`config.mk`:
```
export PLATFORM = sky130hd
export DESIGN_NAME = bcd_carpma
export DESIGN_NICKNAME = d
export VERILOG_FILES = /design/src/rtl/bcd_pkg.sv /design/src/rtl/bcd_gecerli.sv /design/src/rtl/bcd_carpma.sv
export SDC_FILE = /design/constraint.sdc
export NUM_CORES = 1
export LEC_CHECK = 0
export ABC_AREA = 1
export CAP_MARGIN = 40
export CORE_MARGIN = 1
export CORE_UTILIZATION = 45
export CTS_CLUSTER_SIZE = 16
export DETAILED_ROUTE_END_ITERATION = 7
export GPL_TIMING_DRIVEN = 0
export HOLD_SLACK_MARGIN = 0.03
export PLACE_DENSITY = 0.68
export RECOVER_POWER = 50
export SLEW_MARGIN = 20
export SYNTH_ARGS = -nofsm -noshare
export SYNTH_HDL_FRONTEND = slang
export SYNTH_SLANG_ARGS = --single-unit
```
`constraint.sdc`:
```
create_clock -name clk -period 4.3 [get_ports clk]
set_clock_uncertainty 0.2 [all_clocks]
set_input_delay 1.29 -clock clk [delete_from_list [all_inputs] [get_ports clk]]
set_output_delay 1.29 -clock clk [all_outputs]
set_load 0.005 [all_outputs]
```
`src/rtl/bcd_pkg.sv`:
```
// Shared definitions for the BCD-to-binary multiplier and its BCD validity check.
package bcd_pkg;

  typedef enum logic [1:0] {
    IDLE  = 2'd0,
    CEVIR = 2'd1,
    CARP  = 2'd2,
    BITTI = 2'd3
  } durum_t;

  localparam int BCD_MAX      = 9;
  localparam int RAKAM_SAYISI = 3;
  localparam int RAKAM_W      = 4;
  localparam int ACC_W        = 10;

endpackage

```
`src/rtl/bcd_gecerli.sv`:
```
// Combinational BCD validity check: flags any digit above 9.
module bcd_gecerli
  import bcd_pkg::*;
(
  input  logic [RAKAM_SAYISI-1:0][RAKAM_W-1:0] rakamlar,
  output logic                                 gecersiz
);

  // Raise the flag if any digit falls outside 0..9
  always_comb begin
    gecersiz = 1'b0;
    for (int i = 0; i < RAKAM_SAYISI; i++) begin
      if (rakamlar[i] > RAKAM_W'(BCD_MAX)) gecersiz = 1'b1;
    end
  end

endmodule

```
`src/rtl/bcd_carpma.sv`:
```
// Rebuilds a 3-digit BCD value in binary and multiplies it by bolen with an
// LSB-first shift-add loop, behind a basla/mesgul/bitti handshake.
module bcd_carpma
  import bcd_pkg::*;
#(
  parameter int BOLEN_W = 6,
  parameter int SONUC_W = 16
) (
  input  logic               clk,
  input  logic               rst,
  input  logic               basla,
  input  logic [3:0]         rakam1,
  input  logic [3:0]         rakam2,
  input  logic [3:0]         rakam3,
  input  logic [BOLEN_W-1:0] bolen,
  output logic [SONUC_W-1:0] carpim,
  output logic               mesgul,
  output logic               bitti,
  output logic               hata
);

  localparam int CNT_W = $clog2(BOLEN_W + 1);

  durum_t                              durum_q, durum_d;
  logic [RAKAM_SAYISI-1:0][RAKAM_W-1:0] rakam_q, rakam_d;
  logic [ACC_W-1:0]                    acc_q, acc_d;
  logic [1:0]                          idx_q, idx_d;
  logic [SONUC_W-1:0]                  mcand_q, mcand_d;
  logic [SONUC_W-1:0]                  prod_q, prod_d;
  logic [SONUC_W-1:0]                  carpim_q, carpim_d;
  logic [BOLEN_W-1:0]                  mplier_q, mplier_d;
  logic [CNT_W-1:0]                    cnt_q, cnt_d;
  logic                                hata_q, hata_d;

  logic [RAKAM_SAYISI-1:0][RAKAM_W-1:0] giris;
  logic                                 gecersiz;
  logic [RAKAM_W-1:0]                   secili;

  // Index 0 holds the hundreds digit so conversion walks most-significant first
  assign giris = {rakam3, rakam2, rakam1};

  bcd_gecerli u_gecerli (
    .rakamlar (giris),
    .gecersiz (gecersiz)
  );

  // Pick the captured digit that the conversion step consumes this cycle
  always_comb begin
    secili = rakam_q[0];
    case (idx_q)
      2'd1:    secili = rakam_q[1];
      2'd2:    secili = rakam_q[2];
      default: secili = rakam_q[0];
    endcase
  end

  // Next-state and datapath updates for the capture/convert/multiply/report sequence
  always_comb begin
    durum_d  = durum_q;
    rakam_d  = rakam_q;
    acc_d    = acc_q;
    idx_d    = idx_q;
    mcand_d  = mcand_q;
    prod_d   = prod_q;
    carpim_d = carpim_q;
    mplier_d = mplier_q;
    cnt_d    = cnt_q;
    hata_d   = hata_q;

    unique case (durum_q)
      IDLE: begin
        if (basla) begin
          rakam_d  = giris;
          mplier_d = bolen;
          hata_d   = 1'b0;
          acc_d    = '0;
          idx_d    = '0;
          if (gecersiz) begin
            hata_d   = 1'b1;
            carpim_d = '0;
            durum_d  = BITTI;
          end else begin
            durum_d = CEVIR;
          end
        end
      end

      CEVIR: begin
        // acc*10 as (acc<<3)+(acc<<1); the accumulator never exceeds 999
        acc_d = (acc_q << 3) + (acc_q << 1) + ACC_W'(secili);
        idx_d = idx_q + 2'd1;
        if (idx_q == 2'(RAKAM_SAYISI - 1)) begin
          mcand_d = SONUC_W'(acc_d);
          prod_d  = '0;
          cnt_d   = '0;
          durum_d = CARP;
        end
      end

      CARP: begin
        if (mplier_q[0]) prod_d = prod_q + mcand_q;
        mcand_d  = mcand_q << 1;
        mplier_d = mplier_q >> 1;
        cnt_d    = cnt_q + 1'b1;
        if (cnt_q == CNT_W'(BOLEN_W - 1)) begin
          // Load the result on entry so it is already valid while bitti is high
          carpim_d = prod_d;
          durum_d  = BITTI;
        end
      end

      BITTI: begin
        durum_d = IDLE;
      end

      default: durum_d = IDLE;
    endcase
  end

  // State and datapath registers; reset aborts any running operation
  always_ff @(posedge clk or posedge rst) begin
    if (rst) begin
      durum_q  <= IDLE;
      rakam_q  <= '0;
      acc_q    <= '0;
      idx_q    <= '0;
      mcand_q  <= '0;
      prod_q   <= '0;
      carpim_q <= '0;
      mplier_q <= '0;
      cnt_q    <= '0;
      hata_q   <= 1'b0;
    end else begin
      durum_q  <= durum_d;
      rakam_q  <= rakam_d;
      acc_q    <= acc_d;
      idx_q    <= idx_d;
      mcand_q  <= mcand_d;
      prod_q   <= prod_d;
      carpim_q <= carpim_d;
      mplier_q <= mplier_d;
      cnt_q    <= cnt_d;
      hata_q   <= hata_d;
    end
  end

  assign carpim = carpim_q;
  assign hata   = hata_q;
  assign mesgul = (durum_q == CEVIR) || (durum_q == CARP);
  assign bitti  = (durum_q == BITTI);

endmodule

```
**Word level (Yosys, flattened, before mapping)**

Cells that the tools add are included.

- Register bits after elaboration: 83
- Input port bits: 21

- $add $sub $neg: 5
- Magnitude comparators: 3
- Equality and inequality tests: 10
- Mux-type cells: 27
- Reduce and logical (&&, ||, !) cells: 11

Operators by type and width:

| operator | count |
|---|---|
| 16-bit two-way mux | 6 |
| 16-bit case mux with 2 select lines | 3 |
| 9-bit case mux with 2 select lines | 1 |
| 16-bit adder | 1 |
| 4-bit greater-than comparator (second input constant) | 3 |
| 6-bit case mux with 2 select lines | 1 |
| 10-bit adder | 1 |
| 10-bit by 4-bit adder with 10-bit output | 1 |
| 2-bit two-way mux | 5 |
| 9-bit two-way mux | 1 |
| 2-bit inequality test (second input constant) | 4 |
| 2-bit case mux with 4 select lines | 1 |
| 4-bit case mux with 2 select lines | 1 |
| 2-bit AND reduction | 4 |
| 2-bit equality test (second input constant) | 3 |
| 6-bit two-way mux | 1 |
| 3-bit case mux with 2 select lines | 1 |
| 2-bit nonzero test | 3 |
| 2-bit by 1-bit equality test with 1-bit output (second input constant) | 2 |
| 1-bit two-way mux | 4 |
| 2-bit case mux with 2 select lines | 1 |
| 4-bit AND reduction | 1 |
| 3-bit by 1-bit adder with 3-bit output (second input constant) | 1 |
| 3-bit equality test (second input constant) | 1 |
| other kinds (5) | 5 |

**Longest topological paths before layout**

- Depth after elaboration: 7
- Gate-level depth with buffers: 17
- Mapped depth without buffers: 17

**Modules after synthesis**

From an unflattened synthesis, not the netlist that was laid out.

- Cells, all modules: 669
- Area, all modules: 5141.2 um2

By module, submodules not included:

| module | times used | cells an instance | area each (um2) | seq. area each (um2) |
|---|---|---|---|---|
| bcd_carpma | 1 | 665 | 5121.2 | 2077.0 |
| bcd_gecerli | 1 | 4 | 20.0 | 0.0 |

**Worst setup path before layout**

No wires, ideal clock.

- Path kind: register -> register
- Start point: register idx_q[0]
- End point: register mcand_q[8]
- Arrival: 2.570 ns
- Slack: 1.405 ns
- Cell stages (with the launch flop): 18
- Path buffers: 0
- Cell sequence: dfrtp_1 -> inv_1 -> ha_1 -> a221o_1 -> o21ai_0 -> inv_1 -> ha_1 -> ha_1 -> inv_1 -> fa_1 -> nand3b_1 -> nand2_1 -> nand2_1 -> nand2_1 -> a21o_1 -> nand2_1 -> nand3_1 -> nand3_1

- Cells in the longest elaborated chain, start to end: 5

Ends and longest elaborated chain:

| what | RTL line | text |
|---|---|---|
| start: declaration | bcd_carpma.sv:27 | `logic [1:0] idx_q, idx_d;` |
| start signal: assignment | bcd_carpma.sv:137 | `idx_q <= idx_d;` |
| 2-bit equality test or 2-bit by 1-bit equality test with 1-bit output (tied branches) | bcd_carpma.sv:50, bcd_carpma.sv:92 |  |
| 4-bit case mux with 2 select lines | bcd_carpma.sv:50 | `case (idx_q)` |
| 10-bit by 4-bit adder with 10-bit output | bcd_carpma.sv:90 | `acc_d = (acc_q << 3) + (acc_q << 1) + ACC_W'(secili);` |
| 16-bit two-way mux | bcd_carpma.sv:92 | `if (idx_q == 2'(RAKAM_SAYISI - 1)) begin` |
| 16-bit case mux with 2 select lines | bcd_carpma.sv:70 | `unique case (durum_q)` |
| end signal: assignment | bcd_carpma.sv:138 | `mcand_q <= mcand_d;` |
| end: declaration | bcd_carpma.sv:28 | `logic [SONUC_W-1:0] mcand_q, mcand_d;` |

Several ways; a longest one is shown, not always the timed one. The select of a mux whose other input is x is not followed.
A chain may end at the register's enable or synchronous reset.

**Worst setup path in the final report**

- Start point: register durum_q[0]
- End point: output port mesgul

- Cells in the longest elaborated chain, start to end: 2

Ends and longest elaborated chain:

| what | RTL line | text |
|---|---|---|
| start: declaration | bcd_carpma.sv:24 | `durum_t durum_q, durum_d;` |
| start signal: assignment | bcd_carpma.sv:134 | `durum_q <= durum_d;` |
| 2-bit by 1-bit equality test with 1-bit output or 2-bit equality test (tied branches) | bcd_carpma.sv:149 | `assign mesgul = (durum_q == CEVIR) \|\| (durum_q == CARP);` |
| 1-bit logical OR * | bcd_carpma.sv:149 |  |
| end: declaration | bcd_carpma.sv:17 | `output logic mesgul,` |

Every way passes the cells marked *; elsewhere a longest branch is shown, timed or not.

==> run_results.csv <==
group,metric,value,unit
outcome,status,"finished with violations",
outcome,failed_checks,"capacitance limit, slew limit",
timing,setup_viol,0,
global_route,grt_use_total,22.7,%
floorplanning,coreArea,10800,sq um
pwr,power_density,826,nW/um^2
synth,mappedNetlistArea,5020,sq um
global_route,grt-ovfl-total,0,
finish,syn2layout_area_growth,15.6,%
setup_path,start_kind,"register",
cts,cts_made_buffers,9,
setup_path,reg2reg_depth,15,
cts,post_cts_buffers,0,
global_route,grt_pass1_vias,4285,
pwr,irDropWorstVdd,0.470,mV
timing,post-route-period-util,74.8,%
timing,drv_slew,35,
finish,final_common_cell,"nand2_1",
setup_path,critPathRequiredTime,2.81,ns
place,hpwl,9.19,mm
timing,clock.fmax,311,MHz
cts,holdBufCountCts,0,
worst_hold_path,hold_depth,2,
floorplanning,rows,38,
timing,rsz0062_at_grt,"false",
finish,final_core_util,53.6,%
finish,drive_above_1_share,4.28,%
detailed_routing,via_count,4435,
cts,clk_latency,0.37,ns
setup_path,critPathMaxFanout,3,
cts,clkSinkCount,83,
timing,period_needed,3.22,ns
pwr,design_power_total,0.00479,W
floorplanning,die_w,108,um
cts,clockBufferDepth,2,
detailed_routing,routed_wirelength,12.0,mm
global_route,grt_pass1_wl,20.1,mm
setup_path,cp-end-kind,"output pin",
floorplanning,die-area,11600,sq um
finish,layout.nets,781,
cts,path_clk_slew,0.08,ns
synth,synth-seq-area-share,41.3,%
synth,synthTopCellsByArea,"dfrtp_1, nand2_1, ha_1, inv_1, nand3_1",
cts,htree_levels,3,
synth,synth_cell_types,37,
synth,async_flop_share,100,%
setup_path,arrival,1.73,ns
place,portBuffers,39,
finish,antenna_cells,0,
timing,hold_viol,0,
global_route,grt_start_max_net_pins,50,
synth,synth_nets,730,
cts,cts-root-buf,"clkbuf_8",
synth,ys.flop_type,"dfrtp_1",
cts,postCtsResizedCells,0,
run,drv_cap,1,
detailed_routing,first_pass_iters,5,
floorplanning,num_io_pins,40,
floorplanning,fp.dieH,108,um
cts,tritoncts,"yes",
global_route,antenna_found_initial,0,
synth,yosys.area.top_type_share,41.3,%
finish,final_cell_mix,"nand2_1, inv_1, dfrtp_1, nand3_1, nor2_1",
synth,syn_area_per_cell,7.51,sq um
setup_path,crit_type,"reg2out",
timing,max_slew_margin,-7.33,%
synth,ys_warn_count,0,
worst_hold_path,worst_hold_path_type,"reg2reg",
pwr,p_leak,3.05,nW
detailed_routing,post_drt_wl_per_cell,13.9,um
detailed_routing,drtAntennaViolNets,0,
synth,synth_edf_count,0,
detailed_routing,routed_via_density,5.13,
synth,yosysTopAreaCell,"dfrtp_1",
detailed_routing,drt_iter0_drc,211,
synth,syn_inst,669,
finish,fin_area,5810,sq um
synth,ys_ff_latch,83,
place,gp_congestion,0.934,
floorplanning,start_util,46.4,%
detailed_routing,route.detailed.drc,0,
timing,tightestPinTransition,1.60,ns
place,placed_cell_area,5620,sq um
==> sequential cells by signal, summed over array words and instances (netlist names) <==
| signal | count |
|---|---|
| cnt_q | 3 |
| rakam_q | 12 |
| mcand_q | 16 |
| durum_q | 2 |
| acc_q | 9 |
| hata | 1 |
| carpim | 16 |
| mplier_q | 6 |
| idx_q | 2 |
| prod_q | 16 |
==> path summary, 6_finish.rpt <==
check | slack, ns | endpoint | from
min reg2reg | 0.28 | carpim[1]$_DFFE_PP0P_ | carpim[1]$_DFFE_PP0P_
max | 1.08 | mesgul | durum_q[0]$_DFFE_PP0P_
min | 0.28 | carpim[1]$_DFFE_PP0P_ | carpim[1]$_DFFE_PP0P_
max in group asynchronous | 1.52 | rakam_q[9]$_DFFE_PP0P_ | rst
max reg2reg | 1.10 | mcand_q[7]$_DFFE_PP0P_ | idx_q[0]$_DFFE_PP0P_
min in group asynchronous | 1.55 | carpim[2]$_DFFE_PP0P_ | rst
==> power breakdown <==
group	switching, W	total (W)	internal [W]
sequential	0.000229	0.00134	0.00112
combinational	0.00181	0.00287	0.00106
clock	0.000298	0.000579	0.000281
total	0.00234	0.00479	0.00246
==> metal layers <==
metal  global-route usage [%]  vias to the layer above  routed length, um
met5                        0                        -                  0
met4                     9.00                        0                256
met3                     4.12                       19                520
met2                     37.5                      102               5660
met1                     29.2                     2079               5570
li1                         -                     2235                  -
==> area by class of cell <==
type | count | area, sq um
Clock buffer | 11 | 141
Inverter | 102 | 384
Clock inverter | 4 | 51.3
Sequential cell | 83 | 2080
Multi-Input combinational cell | 468 | 2480
Tap cell | 140 | 175
Buffer | 16 | 81.3
Timing Repair Buffer | 40 | 418
Fill cell | 1077 | 5030
==> per-stage QoR <==
step / setup TNS [ns] / setup WS (ns) / hold slack [ns] / cells
floorplan: 0 / 0.673 / 0.244 / 669
global placement: -52.12 / -0.633 / 0.259 / 848
detailed placement: 0 / 1.09 / 0.265 / 849
CTS: 0 / 1.05 / 0.287 / 864
global route: 0 / 0.860 / 0.308 / 864
finish: 0 / 1.08 / 0.281 / 864
==> cell usage after synthesis (2+ instances only) <==
library cell,n
a21oi_1,19
a221o_1,3
a221oi_1,2
a31oi_1,2
buf_2,10
clkbuf_1,4
dfrtp_1,83
fa_1,3
ha_1,37
inv_1,99
inv_2,3
nand2_1,215
nand3_1,59
nand3b_1,2
nand4_1,2
nor2_1,40
nor3_1,4
o211ai_1,4
o21ai_0,35
o21ai_1,5
o221ai_1,2
o22ai_1,12
or2_1,2
xnor2_1,4
xor2_1,6
==> kinds of logic (layout without fill, tap and decap cells) <==
logic type               Yosys count  in the layout  synth area share [%]
AND/OR/NAND/NOR                  328            328                  26.7
buffers and inverters            118            173                  9.29
AO/OA/AOI/OAI                     89             89                  10.3
flip-flops                        83             83                  41.3
adder cells (fa/ha/maj)           40             40                  10.4
XOR/XNOR                          10             10                  1.74
multiplexers                       1              1                 0.199
==> critical path, stage by stage (launching register included) <==
cell and delay [ns]:
dfrtp_1 0.39, inv_1 0.10, ha_1 0.34, clkdlybuf4s50_1 0.53
Note: power is estimated with default switching activity, not from simulation.
